File: src/rtl/fifo_reader_if.sv
// fifo_reader_if: bus bundle between the FIFO read controller, the FIFO it
// drains and the downstream stream consumer.
//   fifo_empty / fifo_rd_ack / fifo_rd_err / fifo_d_out : FIFO -> reader
//   fifo_rd_en                                          : reader -> FIFO
//   m_data / m_valid                                    : reader -> consumer
//   m_ready                                             : consumer -> reader
// modport master is the reader; modport slave is the FIFO/consumer side.
interface fifo_reader_if;
    logic        fifo_empty;
    logic        fifo_rd_ack;
    logic        fifo_rd_err;
    logic [31:0] fifo_d_out;
    logic        fifo_rd_en;
    logic [31:0] m_data;
    logic        m_valid;
    logic        m_ready;

    modport master (
        input  fifo_empty, fifo_rd_ack, fifo_rd_err, fifo_d_out, m_ready,
        output fifo_rd_en, m_data, m_valid
    );

    modport slave (
        output fifo_empty, fifo_rd_ack, fifo_rd_err, fifo_d_out, m_ready,
        input  fifo_rd_en, m_data, m_valid
    );
endinterface

File: src/rtl/fifo_reader.sv
// fifo_reader: read-side controller for the 32-bit register-file FIFO.
// Issues rd_en while credit allows, captures d_out on rd_ack one cycle later
// into a BUF_DEPTH skid buffer and presents it as a valid/ready stream.
// Ports:
//   clk, reset_n  : clock, async active-low reset
//   enable        : permits new FIFO reads
//   flush         : sync clear of buffer and in-flight capture
//   bus (master)  : FIFO read port + downstream stream (see fifo_reader_if)
//   busy          : read pending, buffer non-empty or FSM not IDLE
//   rd_count      : words delivered downstream, wraps mod 2^16
//   err_count     : read-protocol errors, saturates at 255
// BUF_DEPTH must be a power of two and >= 3 for one word per cycle.
module fifo_reader #(
    parameter int BUF_DEPTH = 4
) (
    input  logic          clk,
    input  logic          reset_n,
    input  logic          enable,
    input  logic          flush,
    fifo_reader_if.master bus,
    output logic          busy,
    output logic [15:0]   rd_count,
    output logic [7:0]    err_count
);
    localparam int AW = $clog2(BUF_DEPTH);
    localparam int CW = AW + 1;

    typedef enum logic [1:0] {IDLE = 2'd0, RUN = 2'd1, STOP = 2'd2} state_e;

    state_e        state_q, state_d;
    logic          pending_q, pending_d;
    logic [AW-1:0] head_q, head_d, tail_q, tail_d;
    logic [CW-1:0] cnt_q, cnt_d;
    logic [31:0]   mem_q [BUF_DEPTH];
    logic [31:0]   mem_d [BUF_DEPTH];
    logic [15:0]   rd_count_q, rd_count_d;
    logic [7:0]    err_count_q, err_count_d;
    logic          rd_en, m_valid, push, pop, err_evt, credit_ok;

    // Words buffered plus the one in flight must leave a free slot, so a
    // capture can never land in a full buffer. No dependence on m_ready.
    assign credit_ok = ({1'b0, cnt_q} + {{CW{1'b0}}, pending_q}) < (CW+1)'(BUF_DEPTH);

    assign m_valid = (cnt_q != '0);
    assign push    = ~flush & pending_q & bus.fifo_rd_ack;
    assign pop     = ~flush & m_valid & bus.m_ready;
    // Expected response missing, or a response nobody asked for.
    assign err_evt = ~flush & (pending_q ? ~bus.fifo_rd_ack
                                         : (bus.fifo_rd_ack | bus.fifo_rd_err));

    assign bus.fifo_rd_en = rd_en;
    assign bus.m_valid    = m_valid;
    assign bus.m_data     = mem_q[head_q];
    assign rd_count       = rd_count_q;
    assign err_count      = err_count_q;

    // FSM: state register
    always_ff @(posedge clk or negedge reset_n) begin
        if (!reset_n) state_q <= IDLE;
        else          state_q <= state_d;
    end

    // FSM: next state
    always_comb begin
        state_d = state_q;
        case (state_q)
            IDLE:    if (enable) state_d = RUN;
            RUN:     if (!enable) state_d = STOP;
            STOP: begin
                if (enable)                           state_d = RUN;
                else if (!pending_q && cnt_q == '0)   state_d = IDLE;
            end
            default: state_d = IDLE;
        endcase
    end

    // FSM: outputs
    always_comb begin
        rd_en = (state_q == RUN) & enable & ~flush & ~bus.fifo_empty & credit_ok;
        busy  = pending_q | m_valid | (state_q != IDLE);
    end

    // Datapath next state. Flush wins over capture and pop; because flush
    // also masks rd_en, pending clears on the same edge.
    always_comb begin
        pending_d = rd_en;
        head_d    = head_q;
        tail_d    = tail_q;
        cnt_d     = cnt_q;
        mem_d     = mem_q;
        if (flush) begin
            head_d = '0;
            tail_d = '0;
            cnt_d  = '0;
        end else begin
            if (push) begin
                mem_d[tail_q] = bus.fifo_d_out;
                tail_d        = tail_q + 1'b1;
            end
            if (pop) head_d = head_q + 1'b1;
            cnt_d = cnt_q + CW'(push) - CW'(pop);
        end
        rd_count_d  = rd_count_q + 16'(pop);
        err_count_d = (err_evt && err_count_q != 8'hFF) ? err_count_q + 8'd1 : err_count_q;
    end

    always_ff @(posedge clk or negedge reset_n) begin
        if (!reset_n) begin
            pending_q   <= 1'b0;
            head_q      <= '0;
            tail_q      <= '0;
            cnt_q       <= '0;
            rd_count_q  <= '0;
            err_count_q <= '0;
            for (int i = 0; i < BUF_DEPTH; i++) mem_q[i] <= '0;
        end else begin
            pending_q   <= pending_d;
            head_q      <= head_d;
            tail_q      <= tail_d;
            cnt_q       <= cnt_d;
            rd_count_q  <= rd_count_d;
            err_count_q <= err_count_d;
            mem_q       <= mem_d;
        end
    end
endmodule

File: src/flat_wrapper.sv
// flat-port wrapper written by rule: the top's interface ports become plain ports
module fifo_reader_flat 
#(
    parameter int BUF_DEPTH = 4
)
  (clk, reset_n, enable, flush, busy, rd_count, err_count, bus_fifo_empty, bus_fifo_rd_ack, bus_fifo_rd_err, bus_fifo_d_out, bus_m_ready, bus_fifo_rd_en, bus_m_data, bus_m_valid);
  fifo_reader_if bus_i ();
  input  logic clk;
  input  logic reset_n;
  input  logic enable;
  input  logic flush;
  output logic busy;
  output logic [15:0] rd_count;
  output logic [7:0] err_count;
  input wire logic [$bits(bus_i.fifo_empty)-1:0] bus_fifo_empty;
  input wire logic [$bits(bus_i.fifo_rd_ack)-1:0] bus_fifo_rd_ack;
  input wire logic [$bits(bus_i.fifo_rd_err)-1:0] bus_fifo_rd_err;
  input wire logic [$bits(bus_i.fifo_d_out)-1:0] bus_fifo_d_out;
  input wire logic [$bits(bus_i.m_ready)-1:0] bus_m_ready;
  output wire logic [$bits(bus_i.fifo_rd_en)-1:0] bus_fifo_rd_en;
  output wire logic [$bits(bus_i.m_data)-1:0] bus_m_data;
  output wire logic [$bits(bus_i.m_valid)-1:0] bus_m_valid;
  assign bus_i.fifo_empty = bus_fifo_empty;
  assign bus_i.fifo_rd_ack = bus_fifo_rd_ack;
  assign bus_i.fifo_rd_err = bus_fifo_rd_err;
  assign bus_i.fifo_d_out = bus_fifo_d_out;
  assign bus_i.m_ready = bus_m_ready;
  assign bus_fifo_rd_en = bus_i.fifo_rd_en;
  assign bus_m_data = bus_i.m_data;
  assign bus_m_valid = bus_i.m_valid;
  fifo_reader #(.BUF_DEPTH(BUF_DEPTH)) u_core (.clk(clk), .reset_n(reset_n), .enable(enable), .flush(flush), .bus(bus_i), .busy(busy), .rd_count(rd_count), .err_count(err_count));
endmodule
File: config.mk
export PLATFORM = sky130hd
export DESIGN_NAME = fifo_reader_flat
export DESIGN_NICKNAME = d
export VERILOG_FILES = /design/src/rtl/fifo_reader_if.sv /design/src/rtl/fifo_reader.sv /design/src/flat_wrapper.sv
export SDC_FILE = /design/constraint.sdc
export NUM_CORES = 1
export LEC_CHECK = 0
export CAP_MARGIN = 40
export CORE_MARGIN = 2
export CORE_UTILIZATION = 61
export CTS_BUF_LIST = sky130_fd_sc_hd__clkbuf_4
export CTS_CLUSTER_DIAMETER = 100
export DETAILED_ROUTE_END_ITERATION = 6
export PLACE_DENSITY = 0.87
export SETUP_SLACK_MARGIN = 0.15
export SLEW_MARGIN = 25
export SYNTH_ARGS = -nofsm -noshare
export SYNTH_HDL_FRONTEND = slang
export SYNTH_SLANG_ARGS = --single-unit
File: constraint.sdc
create_clock -name clk -period 4.4 [get_ports clk]
set_input_delay 0.88 -clock clk [delete_from_list [all_inputs] [get_ports clk]]
set_output_delay 0.88 -clock clk [all_outputs]
set_load 0.1 [all_outputs]
==> flow_metrics.tcl <==
set metrics [dict create \
    final-hold-violation-count 0 \
    fin_nets 649 \
    setup-tns-final_ns 0 \
    worst_ir_drop_vdd_uv 753 \
    synth_cells 466 \
    r2r_slack_ns 2.03 \
    crit_type "register to output port" \
    via_per_inst 5.80 \
    grt_pass1_wl_um 25000 \
    ioPinCount 99 \
    cts_setup_buffers 0 \
    violations "design-rule violations" \
    gr-usage-met3_pct 6.86 \
    crit_slowest_cell "clkdlybuf4s50_1" \
    firstDrtPassIters 7 \
    yosysUniqueCellTypes 36 \
    grt_max_degree 80 \
    period_minus_slack_ns 3.48 \
    arrival_ns 2.60 \
    dp_hpwl_um 10400 \
    ctsResizeCount 0 \
    rsz0062_at_grt "no" \
    critPathTopFamily "simple AND/OR/NAND/NOR gates" \
    vias 4367 \
    fmax_mhz 288 \
    max_slew.worst_pin.slew_ns 0.762 \
    final_common_cell "dfrtp_1" \
    first_iter_violations 208 \
    cts_buffers 17 \
    crit_cells 4 \
    fin_util_pct 78.6 \
    grt_pass1_vias 5020 \
    antenna_left 0 \
    wl_um 15000 \
    cts-root-buf "clkbuf_4" \
    grtUsageTotal_pct 25.7 \
    hp-class "primary input to asynchronous set/reset pin" \
    num_rows 39 \
    startpoint "u_core.cnt_q[0]$_DFF_PN0_" \
    h-tree-depth 4 \
    clock_sinks 162 \
    final_cell_mix "dfrtp_1, mux2_2, clkdlybuf4s50_1" \
    r2r-start "u_core.cnt_q[0]$_DFF_PN0_" \
    cts_hold_buffers 0 \
    ys_ff_latch 162 \
    die_height_um 113 \
    seq_area_frac_synth_pct 56.0 \
    die_w_um 113 \
    status "complete, but fails checks" \
    finClkSkew_ns 0.0130 \
    place.gp.congestion 0.792 \
    fin_crit_sh_pct 79.0 \
    clkLatencyLatePin_ns 0.56 \
    ys.flop_type "dfrtp_1" \
    start_util_pct 62.9 \
    async_flop_share_pct 100 \
    r2r_end "u_core.cnt_q[2]$_DFF_PN0_" \
    diodes 0 \
    slew_viol_final 0 \
    met2_usage_pct 44.8 \
    die-area_um2 12800 \
    cts_tree "built" \
    antenna_found_initial 0 \
    max_stage_delay_ns 0.49 \
    cts.clk_slew.worst_paths_ns 0.13 \
    synth_edf_count 0 \
    busiest_layer "met2" \
    critPathCaptureType "output port" \
    cp_max_fo 5 \
    grt_remaining_overflow 0 \
    use_met1_pct 31.1 \
    core-area_um2 11500 \
    cellLeakagePower_nw 4.39 \
    netlist_area_um2 7240 \
    drive_gt1_share_pct 45.4 \
    startpoint_type "register" \
    synth_nets 518 \
    p_per_area_nw_per_um2 538 \
    path_buf_inv 2 \
    worstRegToRegCells 10 \
    cap_violations 0 \
    area_delta_synth_final_pct 25.0 \
    required_ns 3.52 \
    drc_errors 9 \
    ys_warn_count 0 \
    clock_path_buffers 2 \
    wl_per_cell_um 20.0 \
    io_buffers 98 \
    crit_path_end "busy" \
    setup_viol 0 \
    relSlewSlack_pct 49.2 \
    path_cells "or3_1, or4_1, clkdlybuf4s50_1, buf_8" \
    syn_avg_cell_area_um2 15.5 \
]
[through the flow]
stage | power, mW | instance area, µm² | worst slack [ns] | hold slack (ns) | instances
6_report | 4.87 | 9050 | 0.924 | 0.221 | 753
3_5_place_dp | 3.98 | 8750 | 1.17 | 0.487 | 721
5_1_grt | 5.05 | 9050 | 0.825 | 0.187 | 753
2_1_floorplan | 3.30 | 7250 | 0.629 | 0.451 | 466
4_1_cts | 4.91 | 9050 | 0.859 | 0.183 | 753
3_3_place_gp | 3.70 | 8190 | 1.25 | 0.466 | 689
[power breakdown]
part	switching (mW)	total, mW	internal, mW
logic	1.49	2.20	0.716
registers	0.135	1.76	1.63
clock network	0.518	0.904	0.386
[flip-flops by register name, indices dropped and copies added, names as in the netlist]
signal	count
u_core.mem_q	128
u_core.rd_count	16
u_core.err_count	8
u_core.cnt_q	3
u_core.head_q	2
u_core.state_q	2
u_core.tail_q	2
u_core.pending_q	1
[Yosys cell counts, drive strengths merged (7+ instances only)]
library cell	n	area share, %
ha	11	1.9
inv	8	0.41
xnor2	11	1.3
nand3	12	0.83
mux2	131	20
mux4	32	10
and3	7	0.62
nor2	11	0.67
dfrtp	162	56
nand2	12	0.62
xor2	9	1.1
buf	18	2.4
[cells by family after synthesis]
kind of cell	share of synthesized area (%)
xor+xnor	2.42
compound gates	1.43
buf+inv	3.09
simple gates	4.42
fa+ha+maj	2.18
mux	30.5
flops	56.0
[area by class of cell]
class	instances	area, µm²
clock buffer	17	128
clock inverter	15	168
fill	663	2470
inverter	8	30.0
multi-input combinational	272	2980
sequential	162	4060
tap	143	179
timing repair buffer	136	1510
[worst reg2reg max path, cell delays in order (launching register included)]
cell	delay, ns
dfrtp_1	0.43
or3_1	0.47
nand2_1	0.14
nor2_1	0.09
ha_1	0.30
inv_1	0.06
ha_1	0.14
inv_1	0.05
fa_1	0.37
xnor2_1	0.15
nor2_1	0.06
[worst min path at each step]
stage	start	end	cells after the start
2_1_floorplan	u_core.state_q[1]$_DFFE_PN0P_	u_core.state_q[0]$_DFFE_PN0P_	1
3_3_place_gp	u_core.rd_count[15]$_DFF_PN0_	u_core.rd_count[15]$_DFF_PN0_	1
3_5_place_dp	u_core.mem_q[63]$_DFFE_PN0P_	u_core.mem_q[63]$_DFFE_PN0P_	1
4_1_cts	reset_n	u_core.mem_q[71]$_DFFE_PN0P_	1
5_1_grt	reset_n	u_core.mem_q[71]$_DFFE_PN0P_	1
6_report	reset_n	u_core.mem_q[71]$_DFFE_PN0P_	1
[routing by layer]
metal,vias to the layer above,part of all wire (%)
li1,1968,-
met2,93,54
met4,0,2.1
met1,2274,40
met3,32,4.3
met5,-,0
Power figures use the tool's default switching activity.
